--- src/rtl/morse_key_timer.sv ---
// ============================================================================
// morse_key_timer
// ----------------------------------------------------------------------------
// Purpose
//   First stage of the Morse-to-UART path. It measures how long a debounced
//   key is held and released, in Morse time units, and turns those durations
//   into one-cycle classification pulses:
//     dot  - a press shorter than DASH_MIN units has just ended
//     dash - a press of DASH_MIN units or more has just ended
//     lg   - the key has stayed released for LG_MIN units after a symbol
//     wg   - the key has stayed released for WG_MIN units after a symbol
//   Downstream logic (symbol shift register, symbol counter, ROM/UART write
//   enable) consumes these pulses. Nothing is stored here beyond timing.
//
// Ports
//   clk    in   system clock
//   reset  in   synchronous, active-high reset
//   b      in   debounced key level, 1 = pressed
//   dot    out  one-cycle pulse, short press completed
//   dash   out  one-cycle pulse, long press completed
//   lg     out  one-cycle pulse, letter gap elapsed
//   wg     out  one-cycle pulse, word gap elapsed
//   busy   out  level, high whenever the FSM is not idle
//
// Handshake
//   There is no valid/ready pairing: b is a free-running level sampled on
//   every rising clk edge, and each pulse output is a registered, single-cycle
//   strobe that the consumer must accept in the cycle it is high. At most one
//   of dot/dash/lg/wg is high in any cycle.
// ============================================================================
module morse_key_timer #(
    parameter int UNIT_CYCLES = 5_000_000,
    parameter int DASH_MIN    = 2,
    parameter int LG_MIN      = 2,
    parameter int WG_MIN      = 6,
    parameter int CNT_W       = 4
) (
    input  logic clk,
    input  logic reset,
    input  logic b,
    output logic dot,
    output logic dash,
    output logic lg,
    output logic wg,
    output logic busy
);

    // Prescaler width; UNIT_CYCLES >= 2 keeps this at least one bit.
    localparam int PW = $clog2(UNIT_CYCLES);

    localparam logic [PW-1:0]    PRE_LAST  = PW'(UNIT_CYCLES - 1);
    localparam logic [CNT_W-1:0] UNITS_MAX = {CNT_W{1'b1}};
    localparam logic [CNT_W-1:0] DASH_U    = CNT_W'(DASH_MIN);
    localparam logic [CNT_W-1:0] LG_U      = CNT_W'(LG_MIN);
    localparam logic [CNT_W-1:0] WG_U      = CNT_W'(WG_MIN);

    typedef enum logic [1:0] {
        IDLE  = 2'd0,
        PRESS = 2'd1,
        GAP   = 2'd2,
        LGAP  = 2'd3
    } state_t;

    state_t            state;
    state_t            state_next;

    logic [PW-1:0]     prescaler;
    logic [PW-1:0]     prescaler_next;
    logic [CNT_W-1:0]  units;
    logic [CNT_W-1:0]  units_next;

    logic              dot_next;
    logic              dash_next;
    logic              lg_next;
    logic              wg_next;

    // Timebase helpers: what the counters become on this edge if nothing
    // clears them.
    logic              tick;
    logic [PW-1:0]     prescaler_inc;
    logic [CNT_W-1:0]  units_inc;

    assign tick          = (prescaler == PRE_LAST);
    assign prescaler_inc = tick ? '0 : prescaler + PW'(1);
    // Saturate so a very long press still reads as "many units" rather than
    // wrapping back into dot territory.
    assign units_inc     = (tick && (units != UNITS_MAX)) ? units + CNT_W'(1) : units;

    // ------------------------------------------------------------------------
    // State and output registers
    // ------------------------------------------------------------------------
    always_ff @(posedge clk) begin
        if (reset) begin
            state     <= IDLE;
            prescaler <= '0;
            units     <= '0;
            dot       <= 1'b0;
            dash      <= 1'b0;
            lg        <= 1'b0;
            wg        <= 1'b0;
        end else begin
            state     <= state_next;
            prescaler <= prescaler_next;
            units     <= units_next;
            dot       <= dot_next;
            dash      <= dash_next;
            lg        <= lg_next;
            wg        <= wg_next;
        end
    end

    // ------------------------------------------------------------------------
    // Next-state and next-output logic
    // ------------------------------------------------------------------------
    always_comb begin
        state_next     = state;
        prescaler_next = prescaler_inc;
        units_next     = units_inc;
        dot_next       = 1'b0;
        dash_next      = 1'b0;
        lg_next        = 1'b0;
        wg_next        = 1'b0;

        unique case (state)
            IDLE: begin
                if (b) begin
                    state_next     = PRESS;
                    prescaler_next = '0;
                    units_next     = '0;
                end
            end

            PRESS: begin
                if (!b) begin
                    state_next     = GAP;
                    prescaler_next = '0;
                    units_next     = '0;
                    // Classify on the count including this edge's tick, so a
                    // press of exactly DASH_MIN whole units is already a dash.
                    if (units_inc >= DASH_U) begin
                        dash_next = 1'b1;
                    end else begin
                        dot_next  = 1'b1;
                    end
                end
            end

            GAP: begin
                // A press always wins over a threshold landing on the same edge.
                if (b) begin
                    state_next     = PRESS;
                    prescaler_next = '0;
                    units_next     = '0;
                end else if (tick && (units_inc == LG_U)) begin
                    state_next = LGAP;
                    lg_next    = 1'b1;
                end
            end

            LGAP: begin
                // Units keep running from the gap start so the word gap is
                // measured from the end of the symbol, not from the lg pulse.
                if (b) begin
                    state_next     = PRESS;
                    prescaler_next = '0;
                    units_next     = '0;
                end else if (tick && (units_inc == WG_U)) begin
                    state_next = IDLE;
                    wg_next    = 1'b1;
                end
            end

            default: begin
                state_next = IDLE;
            end
        endcase
    end

    assign busy = (state != IDLE);

endmodule

--- config.mk ---
export PLATFORM = sky130hd
export DESIGN_NAME = morse_key_timer
export DESIGN_NICKNAME = d
export VERILOG_FILES = /design/src/rtl/morse_key_timer.sv
export SDC_FILE = /design/constraint.sdc
export NUM_CORES = 1
export LEC_CHECK = 0
export CORE_UTILIZATION = 30
export DETAILED_ROUTE_END_ITERATION = 7
export HOLD_SLACK_MARGIN = 0.15
export PLACE_DENSITY = 0.52
export SLEW_MARGIN = 5
export SYNTH_ARGS = -nofsm -noshare
export SYNTH_HDL_FRONTEND = slang
export SYNTH_SLANG_ARGS = --single-unit
--- constraint.sdc ---
create_clock -name clk -period 2.6 [get_ports clk]
set_clock_uncertainty 0.1 [all_clocks]
set_input_delay 0.52 -clock clk [delete_from_list [all_inputs] [get_ports clk]]
set_output_delay 0.52 -clock clk [all_outputs]
set_load 0.02 [all_outputs]
======== Word level (Yosys, flattened, before mapping) ========
Cells that the tools add are included.
word-level totals
  bits in registers ....................... 33
  input port bits ......................... 3
  output and inout bits ................... 5
  word-level logic and storage cells ...... 53
operators by class
  add/subtract/negate cells ............... 2
  order comparisons ....................... 1
  eq/ne operators ......................... 11
  mux-type cells .......................... 19
  bitwise logic cells ..................... 3
  reductions and logical operators ........ 10
operator list
  kind                                                 number
  2-to-1 mux 23 bit                                    3
  one-hot mux 23 bit (2 select lines)                  1
  adder 23 x 1 -> 23 bit, second input constant        1
  equality test 23 bit, second input constant          1
  2-to-1 mux 2 bit                                     6
  2-to-1 mux 4 bit                                     3
  OR reduction 3 bit                                   4
  one-hot mux 2 bit (4 select lines)                   1
  one-hot mux 4 bit (2 select lines)                   1
  != test 3 bit, second input constant                 2
  adder 4 x 1 -> 4 bit, second input constant          1
  equality test 2 bit, second input constant           2
  equality test 4 x 2 -> 1 bit, second input constant  1
  equality test 4 x 3 -> 1 bit, second input constant  1
  >= comparator 4 x 2 -> 1 bit, second input constant  1
  2-to-1 mux 1 bit                                     4
  != test 2 bit, second input constant                 2
  != test 4 bit, second input constant                 1
  AND reduction 4 bit                                  1
  logical AND 1 bit                                    3
  inverter 1 bit                                       3
  equality test 2 x 1 -> 1 bit, second input constant  1
  logical NOT 2 bit                                    1
  nonzero test 2 bit                                   1

======== Logic depth before layout (Yosys ltp) ========
  depth in word-level cells ............... 8
  depth in mapped cells ................... 8
  mapped depth without buffers ............ 6

======== Worst setup path before layout ========
No wires, ideal clock.
  path type ............................... reg2reg
  start point ............................. reg prescaler[0]
  end point ............................... reg state[0]
  library setup time ...................... 0.127 ns
  data arrival time ....................... 1.906 ns
  data required time ...................... 2.373 ns
  slack ................................... 0.467 ns
  cell stages (with the launch flop) ...... 8
  buffers on the path ..................... 1
  period minus slack after synthesis ...... 2.133 ns
  path through ............................ dfxtp_1 ha_1 nand2_1 or2_0 buf_2 or4_4 o311ai_0 a21oi_1
on the way
  longest elaborated chain between the ends .. 7
  elaborated cells on any way between the ends .. 10
  classes of those cells .................. 5 x eq/ne; 1 x mux; 4 x reduce/logical
ends and longest elaborated chain
  item                                                                          line      source
  start: declaration                                                            67        logic [PW-1:0] prescaler;
  start signal: assignment                                                      103       prescaler <= prescaler_next;
  equality test 23 bit (*)                                                      83        assign tick = (prescaler == PRE_LAST);
  logical AND 1 bit                                                             87        assign units_inc = (tick && (units != UNITS_MAX)) ? units + CNT_W'(1) : units;
  2-to-1 mux 4 bit                                                              87
  equality test 4 x 3 -> 1 bit or equality test 4 x 2 -> 1 bit (tied branches)  167, 154
  logical AND 1 bit (on tied branches)                                          167, 154
  != test 3 bit (no line)                                                       --
  AND reduction 4 bit (no line) (*)                                             --
  end signal: assignment                                                        102       state <= state_next;
  end: declaration                                                              64        state_t state;
Mark *: on every way between the ends. The rest lies on a longest branch, timed or not.
A chain may end at the register's enable or synchronous reset.

======== Worst setup path in the final report ========
Same ends and word-level chain as after synthesis.

==> results.md <==
- Run status: complete, no violations
- Clock transition at path regs: 0.07 ns
- Internal power: about 0.71 mW
- Initial antenna violation count: 0
- Total gr overflow: 0
- Slew Limit Fails: 0
- Startpoint Class: register
- Die Footprint: 0.005519 mm2
- Synth warn: 0
- Detailed-route DRC error count: 0
- Setup Fix Bufs, Post-CTS: 0
- DRT iter0 DRCs: 94
- Register area: between 600 and 700 um2
- Crit path max fanout: 5
- Layout fillers: 517
- Worst setup EP type: register
- Synthesized area: 0.001568 mm2
- Avg Cell Area, Syn: 8.614 um2
- Power per cell area: around 510 mW/mm2
- PortBufs: 7
- Vias in the first global route: 1122
- Unrepaired setup endpoints after global routing: no
- Sequential share of power: 56.2%
- Tot GR Track Use: 12.13%
- Clock Tree Root: clkbuf_8
- CP Data Arrival Time: 2.32 ns
- Net load switching power: 0.2030 mW
- Max cap viols: 0
- Post-route total power: between 0.9 and 1 mW
- Post-synth cell types: 34
- Wirelength per Cell: 11.10 um
- Final setup violation count: 0
- Pre-CTS WS: 0.3445 ns
- Worst skew pair latency: around 0.28 ns
- Crit Path Class: register to register
- Boundary pin count: 8
- Via-to-Cell Ratio: between 4 and 5
- R2r worst-path depth: 6
- Sequential area share after synthesis: a little over two fifths
- Min Tclk post-route: 2.260 ns
- Hold EP: prescaler[0]
- Post-synthesis net count: 187
- Hold-fix buffers, CTS: 0
- Ant diodes: 0
- Post-Synthesis Cells: 182
- Die Y: approximately 74 um
- Initial Util: 32.13%
- Setup Total Neg Slack: 0 ns
- Multi-input gate area: ~860 um2
- Hold Path Depth: 1
- First-pass GRT wire length: slightly above 5 mm
- Worst R2R End: state[0]
- Post-CTS sizing: 0
- Max clock buf depth: 2
- Hold crit path type: register to register
- Worst EP required: 2.66 ns
- Slew HR: 61.01%
- Final wirelength: around 2.9 mm
- Net switching fraction of the power: 22.23%
- Row count: 25
- Reg2reg start: prescaler[0]
- Final hold vios: 0
- Dpl hpwl: 2.090 mm
- Total leakage power: 0.5967 nW
- # nets final: 198
- CTS tree: built
- Maximum clock rate: 442.4 MHz
- Syn-to-layout area delta: 14.76%
- Final antenna-violating net count: 0
- Peak supply drop: 0.2956 mV
- Logic pwr share: 4.0%
- H-tree levels: 2
- Synthesized flop and latch total: 33
- Inserted Clock Buffers: 5
- Via count: 1212
- Pre-antenna DRT Iters: 4
- Die width: around 74 um
- Worst Setup Slack, final: 0.3395 ns
- Largest net degree at the start of global routing: 16
- R2R setup slack: about 0.34 ns
- Clk pwr share: roughly two fifths
- Core Region: 0.004880 mm2
- # clock sinks: 33
- Hold Startpoint: prescaler[0]
- Gpl congestion: 0.7237
- Slew @ Worst Pin: between 0.5 and 0.6 ns
- Worst Hold Slack: 0.3680 ns
- Share of layout cells above drive strength 1: around 9.3%
- Tcrit/Tclk final: 86.94%
synthesized netlist by cell type:
cell | instances | area share [%]
dfxtp_1 | 33 | 42
nor2_1 | 33 | 7.9
xor2_1 | 16 | 8.9
nand2_1 | 12 | 2.9
nand3_1 | 10 | 3.2
xnor2_1 | 8 | 4.5
nand4_1 | 7 | 2.8
and3_1 | 6 | 2.4
nor3_1 | 6 | 1.9
nor4_1 | 5 | 2.0
a21oi_1 | 4 | 1.3
clkbuf_1 | 4 | 0.96
inv_1 | 4 | 0.96
a31oi_1 | 3 | 1.2
nand2b_1 | 3 | 1.2
nor4bb_1 | 3 | 1.9
and4_1 | 2 | 1.1
buf_4 | 2 | 0.96
ha_1 | 2 | 1.6
mux2i_1 | 2 | 1.3
nor2b_1 | 2 | 0.80
nor3b_1 | 2 | 0.96
or2_2 | 2 | 0.80
a211oi_1 | 1 | 0.48
a311oi_1 | 1 | 0.56
a31o_2 | 1 | 0.56
and2_1 | 1 | 0.40
buf_2 | 1 | 0.32
nand3_2 | 1 | 0.64
nor4_2 | 1 | 0.80
nor4b_2 | 1 | 0.96
o311ai_0 | 1 | 0.56
or2_0 | 1 | 0.40
or4_4 | 1 | 0.72
per-stage QoR:
step	util, %	instance area, um2	std cells
5_1_grt	36.87	1799	261
4_1_cts	36.87	1799	261
3_3_place_gp	35.18	1717	253
3_5_place_dp	35.18	1717	253
2_1_floorplan	-	1568	182
6_report	36.87	1799	261
cell usage in the layout (no fill, tap or decap), types with 2 or more instances in the layout:
cell	count
nand3_1	10
inv_1	4
or2_2	2
dfxtp_1	33
and4_1	2
nand4_1	7
nor2_1	33
buf_4	4
clkdlybuf4s50_1	7
and3_1	6
mux2i_1	2
nor2b_1	2
a31oi_1	3
clkbuf_8	5
nand2_1	12
nor4bb_1	3
ha_1	2
nand2b_1	3
xor2_1	16
clkinv_2	2
a21oi_1	4
nor3_1	6
xnor2_1	8
nor4_1	5
nor3b_1	2
routing by layer:
| layer | share of wire [%] | track usage (%) | vias to the layer above | wire (um) |
|---|---|---|---|---|
| met1 | 54 | 15.98 | 541 | 1555 |
| met5 | 0 | 0 | - | 0 |
| met2 | 42 | 18.79 | 14 | 1208 |
| li1 | - | - | 652 | - |
| met4 | 1.2 | 4.403 | 0 | 34 |
| met3 | 3.3 | 3.659 | 5 | 97 |
critical path, stage by stage, from the launching register on:
cell and delay (ns):
dfxtp_1 0.37, ha_1 0.22, nand2_1 0.09, or2_0 0.33
or4_4 0.59, o311ai_0 0.34, a21oi_1 0.11
cell families after synthesis:
logic type	Yosys count	share of synthesized area, %
fa+ha+maj	2	1.596
flops	33	42.14
xor+xnor	24	13.41
compound gates	11	4.630
buf+inv	11	3.191
mux	2	1.277
simple gates	99	33.76
registers in the layout (all words and copies together) (netlist names):
signal     cells
dash           1
wg             1
state          2
units          4
dot            1
lg             1
prescaler     23
power groups by stage:
stage          Clock (mW)  Sequential [mW]  Combinational (mW)
2_1_floorplan           0            0.525              0.0236
3_3_place_gp            0            0.525              0.0375
3_5_place_dp            0            0.525              0.0371
4_1_cts             0.379            0.513              0.0373
5_1_grt             0.405            0.514              0.0414
6_report            0.363            0.514              0.0364
area by class of cell:
cell class | count | area share, %
clock buffers | 6 | 4.033
flip-flops and latches | 33 | 36.72
clock inverters | 2 | 0.5563
multi-input cells | 138 | 47.64
repair buffers | 11 | 5.563
well taps | 67 | 4.659
inverters | 4 | 0.8345
how the worst max path moves through the flow:
stage,start,endpoint,slack [ns],cells past startpoint
2_1_floorplan,prescaler[0],state[0],0.47,7
3_3_place_gp,prescaler[0],state[0],0.38,6
3_5_place_dp,prescaler[0],state[0],0.34,6
4_1_cts,prescaler[0],state[0],0.32,6
5_1_grt,prescaler[0],wg,0.15,6
6_report,prescaler[0],state[0],0.34,6
No activity file was read; power rests on OpenSTA's default activity.
